$ cat src/rtl/serial_subtractor.sv
// serial_subtractor: bit-serial two's-complement subtractor.
// Computes d = x - y - b_in over WIDTH bits, one bit per clock, using one
// full-adder cell and a registered carry. Operands and results move over
// valid/ready handshakes. Only one operation is in flight at a time.
module serial_subtractor #(
   parameter int unsigned WIDTH = 32
) (
   input  logic             clk,
   input  logic             rst,
   input  logic             in_valid,
   output logic             in_ready,
   input  logic [WIDTH-1:0] x,
   input  logic [WIDTH-1:0] y,
   input  logic             b_in,
   output logic             out_valid,
   input  logic             out_ready,
   output logic [WIDTH-1:0] d,
   output logic             b_out,
   output logic             overflow,
   output logic             zero
);

   localparam int unsigned CW = (WIDTH > 1) ? $clog2(WIDTH) : 1;
   localparam logic [CW-1:0] LAST = CW'(WIDTH - 1);

   localparam logic [1:0] IDLE = 2'd0;
   localparam logic [1:0] RUN  = 2'd1;
   localparam logic [1:0] DONE = 2'd2;

   logic [1:0]       state;
   logic [CW-1:0]    cnt;
   logic             carry;
   logic [WIDTH-1:0] x_sr;
   logic [WIDTH-1:0] y_sr;
   logic             x_msb;
   logic             y_msb;
   logic [WIDTH-1:0] res;

   logic             y_n;
   logic             sum;
   logic             cout;
   logic [WIDTH-1:0] res_next;

   // Handshake flags come straight from the state register.
   assign in_ready  = (state == IDLE);
   assign out_valid = (state == DONE);

   // Full-adder cell: x + ~y + carry, with carry seeded as ~b_in.
   always_comb begin
      y_n      = ~y_sr[0];
      sum      = x_sr[0] ^ y_n ^ carry;
      cout     = (x_sr[0] & y_n) | (x_sr[0] & carry) | (y_n & carry);
      res_next = {sum, res[WIDTH-1:1]};
   end

   // Control: state sequencing, bit counter and carry register.
   always_ff @(posedge clk or posedge rst) begin
      if (rst) begin
         state <= IDLE;
         cnt   <= '0;
         carry <= 1'b0;
      end else begin
         case (state)
            IDLE: begin
               if (in_valid) begin
                  state <= RUN;
                  cnt   <= '0;
                  carry <= ~b_in;
               end
            end
            RUN: begin
               carry <= cout;
               if (cnt == LAST) begin
                  state <= DONE;
               end else begin
                  cnt <= cnt + 1'b1;
               end
            end
            DONE: begin
               if (out_ready) begin
                  state <= IDLE;
               end
            end
            default: state <= IDLE;
         endcase
      end
   end

   // Datapath: operand capture, LSB-first shifting and result/flag registers.
   always_ff @(posedge clk or posedge rst) begin
      if (rst) begin
         x_sr     <= '0;
         y_sr     <= '0;
         x_msb    <= 1'b0;
         y_msb    <= 1'b0;
         res      <= '0;
         d        <= '0;
         b_out    <= 1'b0;
         overflow <= 1'b0;
         zero     <= 1'b0;
      end else begin
         case (state)
            IDLE: begin
               if (in_valid) begin
                  x_sr  <= x;
                  y_sr  <= y;
                  x_msb <= x[WIDTH-1];
                  y_msb <= y[WIDTH-1];
               end
            end
            RUN: begin
               x_sr <= x_sr >> 1;
               y_sr <= y_sr >> 1;
               res  <= res_next;
               if (cnt == LAST) begin
                  // The final sum bit is the result MSB, so flags use res_next.
                  d        <= res_next;
                  b_out    <= ~cout;
                  overflow <= (x_msb != y_msb) && (sum != x_msb);
                  zero     <= (res_next == '0);
               end
            end
            default: ;
         endcase
      end
   end

endmodule

$ cat config.mk
export PLATFORM = sky130hd
export DESIGN_NAME = serial_subtractor
export DESIGN_NICKNAME = d
export VERILOG_FILES = /design/src/rtl/serial_subtractor.sv
export SDC_FILE = /design/constraint.sdc
export NUM_CORES = 1
export LEC_CHECK = 0
export ABC_CLOCK_PERIOD_IN_PS = 9600
export CORE_MARGIN = 10
export CORE_UTILIZATION = 57
export DETAILED_ROUTE_END_ITERATION = 10
export HOLD_SLACK_MARGIN = 0.02
export PLACE_DENSITY = 0.85
export REMOVE_ABC_BUFFERS = 1
export SLEW_MARGIN = 25
export SYNTH_ARGS = -nofsm -noshare
export SYNTH_HDL_FRONTEND = slang
export SYNTH_SLANG_ARGS = --single-unit
$ cat constraint.sdc
create_clock -name clk -period 9.6 [get_ports clk]
set_input_delay 1.92 -clock clk [delete_from_list [all_inputs] [get_ports clk]]
set_output_delay 1.92 -clock clk [all_outputs]
set_load 0.03 [all_outputs]
==> Word level (Yosys, flattened, before mapping) <==
Index checks and enable logic that the tools add are counted.
{ "word_totals": {"regBits": 141, "wordCells": 54} }
{ "classes": {"n_addsub": 1, "eq_ne": 9, "mux": 13, "bitwise_logic": 10, "reduce_logical": 9} }
{ "op_table": {"columns": ["cell", "n"], "rows": [
  ["$pmux W32 S2", 2],
  ["$mux W32", 2],
  ["$logic_not A32 Y1", 1],
  ["$mux W5", 2],
  ["$pmux W5 S2", 1],
  ["$mux W2", 3],
  ["$ne A2 B2 Y1 const B", 3],
  ["$pmux W2 S3", 1],
  ["$reduce_and A2 Y1", 3],
  ["$reduce_and A3 Y1", 2],
  ["$add A5 B1 Y5 const B", 1],
  ["$eq A5 B5 Y1 const B", 1],
  ["$and A1 B1 Y1", 3],
  ["$not A1 Y1", 3],
  ["$eq A2 B1 Y1 const B", 1],
  ["$eq A2 B2 Y1 const B", 1],
  ["$logic_not A2 Y1", 1],
  ["$ne A1 B1 Y1", 2],
  ["$ne A2 B1 Y1 const B", 1],
  ["$or A1 B1 Y1", 2],
  ["$pmux W1 S2", 1],
  ["$reduce_bool A2 Y1", 1],
  ["$xor A1 B1 Y1", 2],
  ["$logic_and A1 B1 Y1", 1],
  ["$mux W1", 1]
]} }

==> Logic depth before layout (Yosys ltp) <==
{ "depth": {"depth_word": 5, "mapped_depth": 8, "depth_no_buf": 7} }

==> Least setup slack after synthesis <==
No wires, ideal clock.
{ "synth_path": {"path_type": "input -> register", "start": "in in_valid", "end": "reg x_msb", "setup_ns": 0.125, "t_arrival_ns": 2.798, "required_ns": 9.475, "path_slack_ns": 6.677, "cell_stages": 4, "cell_sequence": "nor3b_1 -> buf_4 -> buf_4 -> mux2_2"} }
{ "synth_via": {"elab_chain_cells": 1} }
{ "synth_lines": {"columns": ["element", "line", "text"], "rows": [
  ["from (decl)", "10", "input logic in_valid,"],
  ["$reduce_and A2 Y1 (no line)", null, null],
  ["to (signal assigned)", "107", "x_msb <= x[WIDTH-1];"],
  ["to (decl)", "35", "logic x_msb;"]
]} }
No other way between the ends.
A chain may end at the register's enable or synchronous reset.

==> Final worst setup path <==
{ "layout_path": {"start": "reg state[0]", "end": "out out_valid"} }
{ "layout_via": {"elab_chain_cells": 1} }
{ "layout_lines": {"columns": ["element", "line", "text"], "rows": [
  ["from (decl)", "30", "logic [1:0] state;"],
  ["from (signal assigned)", "59", "state <= IDLE;"],
  ["from (signal assigned)", "66", "state <= RUN;"],
  ["from (signal assigned)", "74", "state <= DONE;"],
  ["$eq A2 B2 Y1", "46", "assign out_valid = (state == DONE);"],
  ["to (decl)", "15", "output logic out_valid,"]
]} }
No other way between the ends.

==> impl_metrics.prom <==
# TYPE chip_impl_metric gauge
chip_impl_metric{name="worst-r2r-setup-slack",unit="ns"} 7.31
chip_impl_metric{name="final-max-slew-violation-count",unit=""} 0
chip_impl_metric{name="max-clock-path-buffers",unit=""} 2
chip_impl_info{name="hold_class",value="flip-flop to flip-flop"} 1
chip_impl_metric{name="chipWidth",unit="um"} 122
chip_impl_metric{name="layout_worst_path_cycle_share",unit=""} 0.393
chip_impl_metric{name="cellPowerDensity",unit="nW/um^2"} 296
chip_impl_metric{name="finalCoreUtilization",unit=""} 0.741
chip_impl_metric{name="crit_path_max_incr_delay",unit="ns"} 0.66
chip_impl_metric{name="die-area",unit="um^2"} 14900
chip_impl_metric{name="worstPathRequired",unit="ns"} 7.68
chip_impl_metric{name="grt_first_pass_wirelength",unit="mm"} 20.5
chip_impl_metric{name="synth_cell_types",unit=""} 28
chip_impl_metric{name="initial_antenna_violation_count",unit=""} 0
chip_impl_metric{name="globalRouteOverflowTotal",unit=""} 0
chip_impl_info{name="synth_ff_type",value="dfrtp_1"} 1
chip_impl_metric{name="areaGrowthSynthToFinish",unit="%"} 27.8
chip_impl_metric{name="floorplan.initialDensity",unit=""} 0.580
chip_impl_info{name="outcome",value="finished, final reports clean"} 1
chip_impl_info{name="worst_path_dominant_cell_family",value="buffers and inverters"} 1
chip_impl_metric{name="achievable-frequency",unit="MHz"} 265
chip_impl_metric{name="grt_max_degree",unit=""} 129
chip_impl_metric{name="diodes_inserted",unit=""} 0
chip_impl_metric{name="synth_async_sr_flop_share",unit=""} 1.00
chip_impl_metric{name="std_cell_rows",unit=""} 37
chip_impl_info{name="worst_hold_startpoint",value="y_sr[11]$_DFFE_PP0P_"} 1
chip_impl_metric{name="mappedNetlistArea",unit="um^2"} 5960
chip_impl_metric{name="insertion_delay",unit="ns"} 0.50
chip_impl_metric{name="yosys_warnings",unit=""} 0
chip_impl_metric{name="finalHoldViolCount",unit=""} 0
chip_impl_metric{name="detailedPlacementHpwl",unit="mm"} 8.24
chip_impl_info{name="reg2reg_to",value="x_sr[31]$_DFFE_PP0P_"} 1
chip_impl_metric{name="cts_hold_repair.buffers",unit=""} 0
chip_impl_info{name="start_kind",value="flip-flop"} 1
chip_impl_metric{name="yosys_register_bits",unit=""} 140
chip_impl_metric{name="port_buffers",unit=""} 105
chip_impl_metric{name="cp.buffers_inverters",unit=""} 2
chip_impl_metric{name="dpl_cell_area",unit="um^2"} 7030
chip_impl_metric{name="htree_num_levels",unit=""} 4
chip_impl_metric{name="worst-slew-pin-transition",unit="ns"} 0.828
chip_impl_metric{name="timing.max_cap.violations",unit=""} 0
chip_impl_metric{name="vias_per_cell",unit=""} 5.39
chip_impl_metric{name="post_synth_inst_count",unit=""} 540
chip_impl_metric{name="min_delay_path_depth",unit=""} 2
chip_impl_metric{name="synth_edf_count",unit=""} 0
chip_impl_metric{name="drtAntennaViolNets",unit=""} 0
chip_impl_metric{name="post_route_setup_tns",unit="ns"} 0
chip_impl_metric{name="drive_above_1_share",unit=""} 0.113
chip_impl_metric{name="detail_route.iter0.violations",unit=""} 266
chip_impl_metric{name="postSynthAreaPerCell",unit="um^2"} 11.0
chip_impl_metric{name="nNetsFinal",unit=""} 708
chip_impl_info{name="cts_tree",value="yes"} 1
chip_impl_metric{name="globalplace.congestion",unit=""} 0.766
chip_impl_info{name="hold_end",value="y_sr[10]$_DFFE_PP0P_"} 1
chip_impl_info{name="cts-root-buf",value="clkbuf_8"} 1
chip_impl_metric{name="fp.coreArea",unit="um^2"} 10300
chip_impl_info{name="worst_path_slowest_cell",value="clkdlybuf4s50_1"} 1
chip_impl_metric{name="fin_skew",unit="ns"} 0.00752
chip_impl_info{name="crit-reg2reg-launch",value="state[0]$_DFFE_PP0P_"} 1
chip_impl_metric{name="timing.final.setup_violations",unit=""} 0
chip_impl_metric{name="worst_case_vdd_ir_drop",unit="mV"} 0.173
chip_impl_info{name="crit_path_cell_trace",value="nand2b_1, inv_1, clkdlybuf4s50_1"} 1
chip_impl_metric{name="wl_per_cell",unit="um"} 16.0
chip_impl_metric{name="via_count",unit=""} 4223
chip_impl_metric{name="cts_buffers",unit=""} 17
chip_impl_metric{name="path_max_fanout",unit=""} 7
chip_impl_metric{name="tritoncts_num_sinks",unit=""} 140
chip_impl_metric{name="seq_area_frac_synth",unit=""} 0.588
chip_impl_metric{name="detail_route.drc_violations",unit=""} 0
chip_impl_info{name="criticalPathCategory",value="flip-flop to output port"} 1
chip_impl_metric{name="cts.reportedPaths.clkPinSlew",unit="ns"} 0.06
chip_impl_metric{name="grt_util_all_layers",unit=""} 0.168
chip_impl_info{name="worst_setup_path_end_kind",value="output port"} 1
chip_impl_metric{name="dr.pass1.iters",unit=""} 5
chip_impl_info{name="rsz0062_at_grt",value="no"} 1
chip_impl_metric{name="power_leakage",unit="uW"} 0.00341
chip_impl_metric{name="timing.critical_path.arrival",unit="ns"} 1.86
chip_impl_metric{name="timing.reg2reg.worst_path_depth",unit=""} 4
chip_impl_metric{name="grt_pass1_vias",unit=""} 4298
chip_impl_metric{name="cts_post_setup_buffers_inserted",unit=""} 0
chip_impl_metric{name="maxSlewHeadroom",unit=""} 0.448
chip_impl_metric{name="post_cts_resized",unit=""} 0
chip_impl_metric{name="final_design_area_no_fill",unit="um^2"} 7620
chip_impl_metric{name="final.hold.worst_slack",unit="ns"} 0.485
chip_impl_metric{name="io_pins",unit=""} 106
chip_impl_metric{name="wl",unit="mm"} 12.5
chip_impl_metric{name="post-route-min-period",unit="ns"} 3.78
chip_impl_metric{name="n_fill_cell",unit=""} 697
chip_impl_metric{name="die_height",unit="um"} 122
[cell usage after synthesis, types with 2 or more instances]
cell	count	area share
nor4_1	8	0.0084
a22o_1	4	0.0059
o21ai_0	66	0.055
buf_4	6	0.0076
mux2i_1	63	0.11
dfrtp_1	140	0.59
nand2_1	159	0.10
clkbuf_1	8	0.0050
nor2_1	4	0.0025
buf_6	5	0.0094
buf_2	14	0.012
ha_1	2	0.0042
nand4_1	2	0.0021
o31ai_1	2	0.0025
nand2b_1	2	0.0021
mux2_2	35	0.066
nor3b_1	4	0.0050
inv_1	5	0.0031
a21oi_1	2	0.0017
[registers in the layout, indices dropped and copies added (netlist names)]
name and flops:
res 31, cnt 5, y_sr 32, carry 1, state 2, x_msb 1, zero 1, y_msb 1
d 32, overflow 1, b_out 1, x_sr 32
[stage by stage]
stage,setup WS (ns),cells,total power [uW]
final,5.82,783,2260
after global routing,5.73,783,2400
after CTS,5.79,783,2270
after detailed placement,5.57,753,1630
after global placement,5.62,753,1580
after floorplan,-0.461,507,1410
[placed cells by master (no fill, tap or decap), types with 2 or more instances in the layout]
cell	instances
nand4_1	2
clkbuf_8	2
mux2_2	35
clkinv_2	3
buf_4	3
nand2_1	159
nor4_1	8
inv_1	4
clkbuf_16	16
clkdlybuf4s50_1	105
inv_6	2
o31ai_1	2
mux2i_1	63
nor3b_1	3
ha_1	2
a22o_1	4
bufinv_16	3
nor2_1	4
clkinvlp_4	3
o21ai_0	66
nand2b_1	2
dfrtp_1	140
a21oi_1	2
buf_6	2
[logic make-up after synthesis]
kind of cell | Yosys count | synth area share
AOI/OAI and AO/OA | 76 | 0.0680
adders and majority gates | 3 | 0.00756
buffers and inverters | 38 | 0.0370
DFF | 140 | 0.588
muxes | 98 | 0.172
and+or+nand+nor | 185 | 0.128
[worst min-delay path, delay by kind of cell, from the launching register on]
kind	cells	cell delay, ns
compound gates	1	0.06
flops	1	0.34
simple gates	1	0.05
[report_power, final]
part / leakage [uW] / internal [uW] / switching [uW] / total (uW)
logic: 0.00126 / 291 / 400 / 691
registers: 0.00188 / 786 / 144 / 930
clock network: 0.000276 / 399 / 237 / 636
total: 0.00341 / 1480 / 782 / 2260
[layout make-up]
class	instances	area, um^2	share of cell area
multi-input combinational	362	2250	0.295
inverter	5	23.8	0.00312
sequential	140	3500	0.460
timing repair buffer	110	1100	0.144
tap	136	170	0.0223
clock buffer	19	432	0.0567
clock inverter	11	145	0.0191
[worst max path at each step]
| stage | start | to | slack, ns | cells past startpoint |
|---|---|---|---|---|
| 3_5_place_dp | in_valid | cnt[0]$_DFFE_PP0P_ | 5.57 | 5 |
| 4_1_cts | state[0]$_DFFE_PP0P_ | out_valid | 5.79 | 3 |
| 5_1_grt | state[0]$_DFFE_PP0P_ | out_valid | 5.73 | 3 |
| 3_3_place_gp | in_valid | cnt[0]$_DFFE_PP0P_ | 5.62 | 5 |
| 2_1_floorplan | in_valid | cnt[0]$_DFFE_PP0P_ | -0.46 | 3 |
| 6_report | state[0]$_DFFE_PP0P_ | out_valid | 5.82 | 3 |
[routing by layer]
metal  up-vias  global-route usage  wire (um)
met4         0              0.0501        124
li1       2027                   -          -
met3        11              0.0579        869
met5         -                   0          0
met2       112               0.273       6070
met1      2073               0.209       5430
Note: power is estimated with default switching activity, not from simulation.
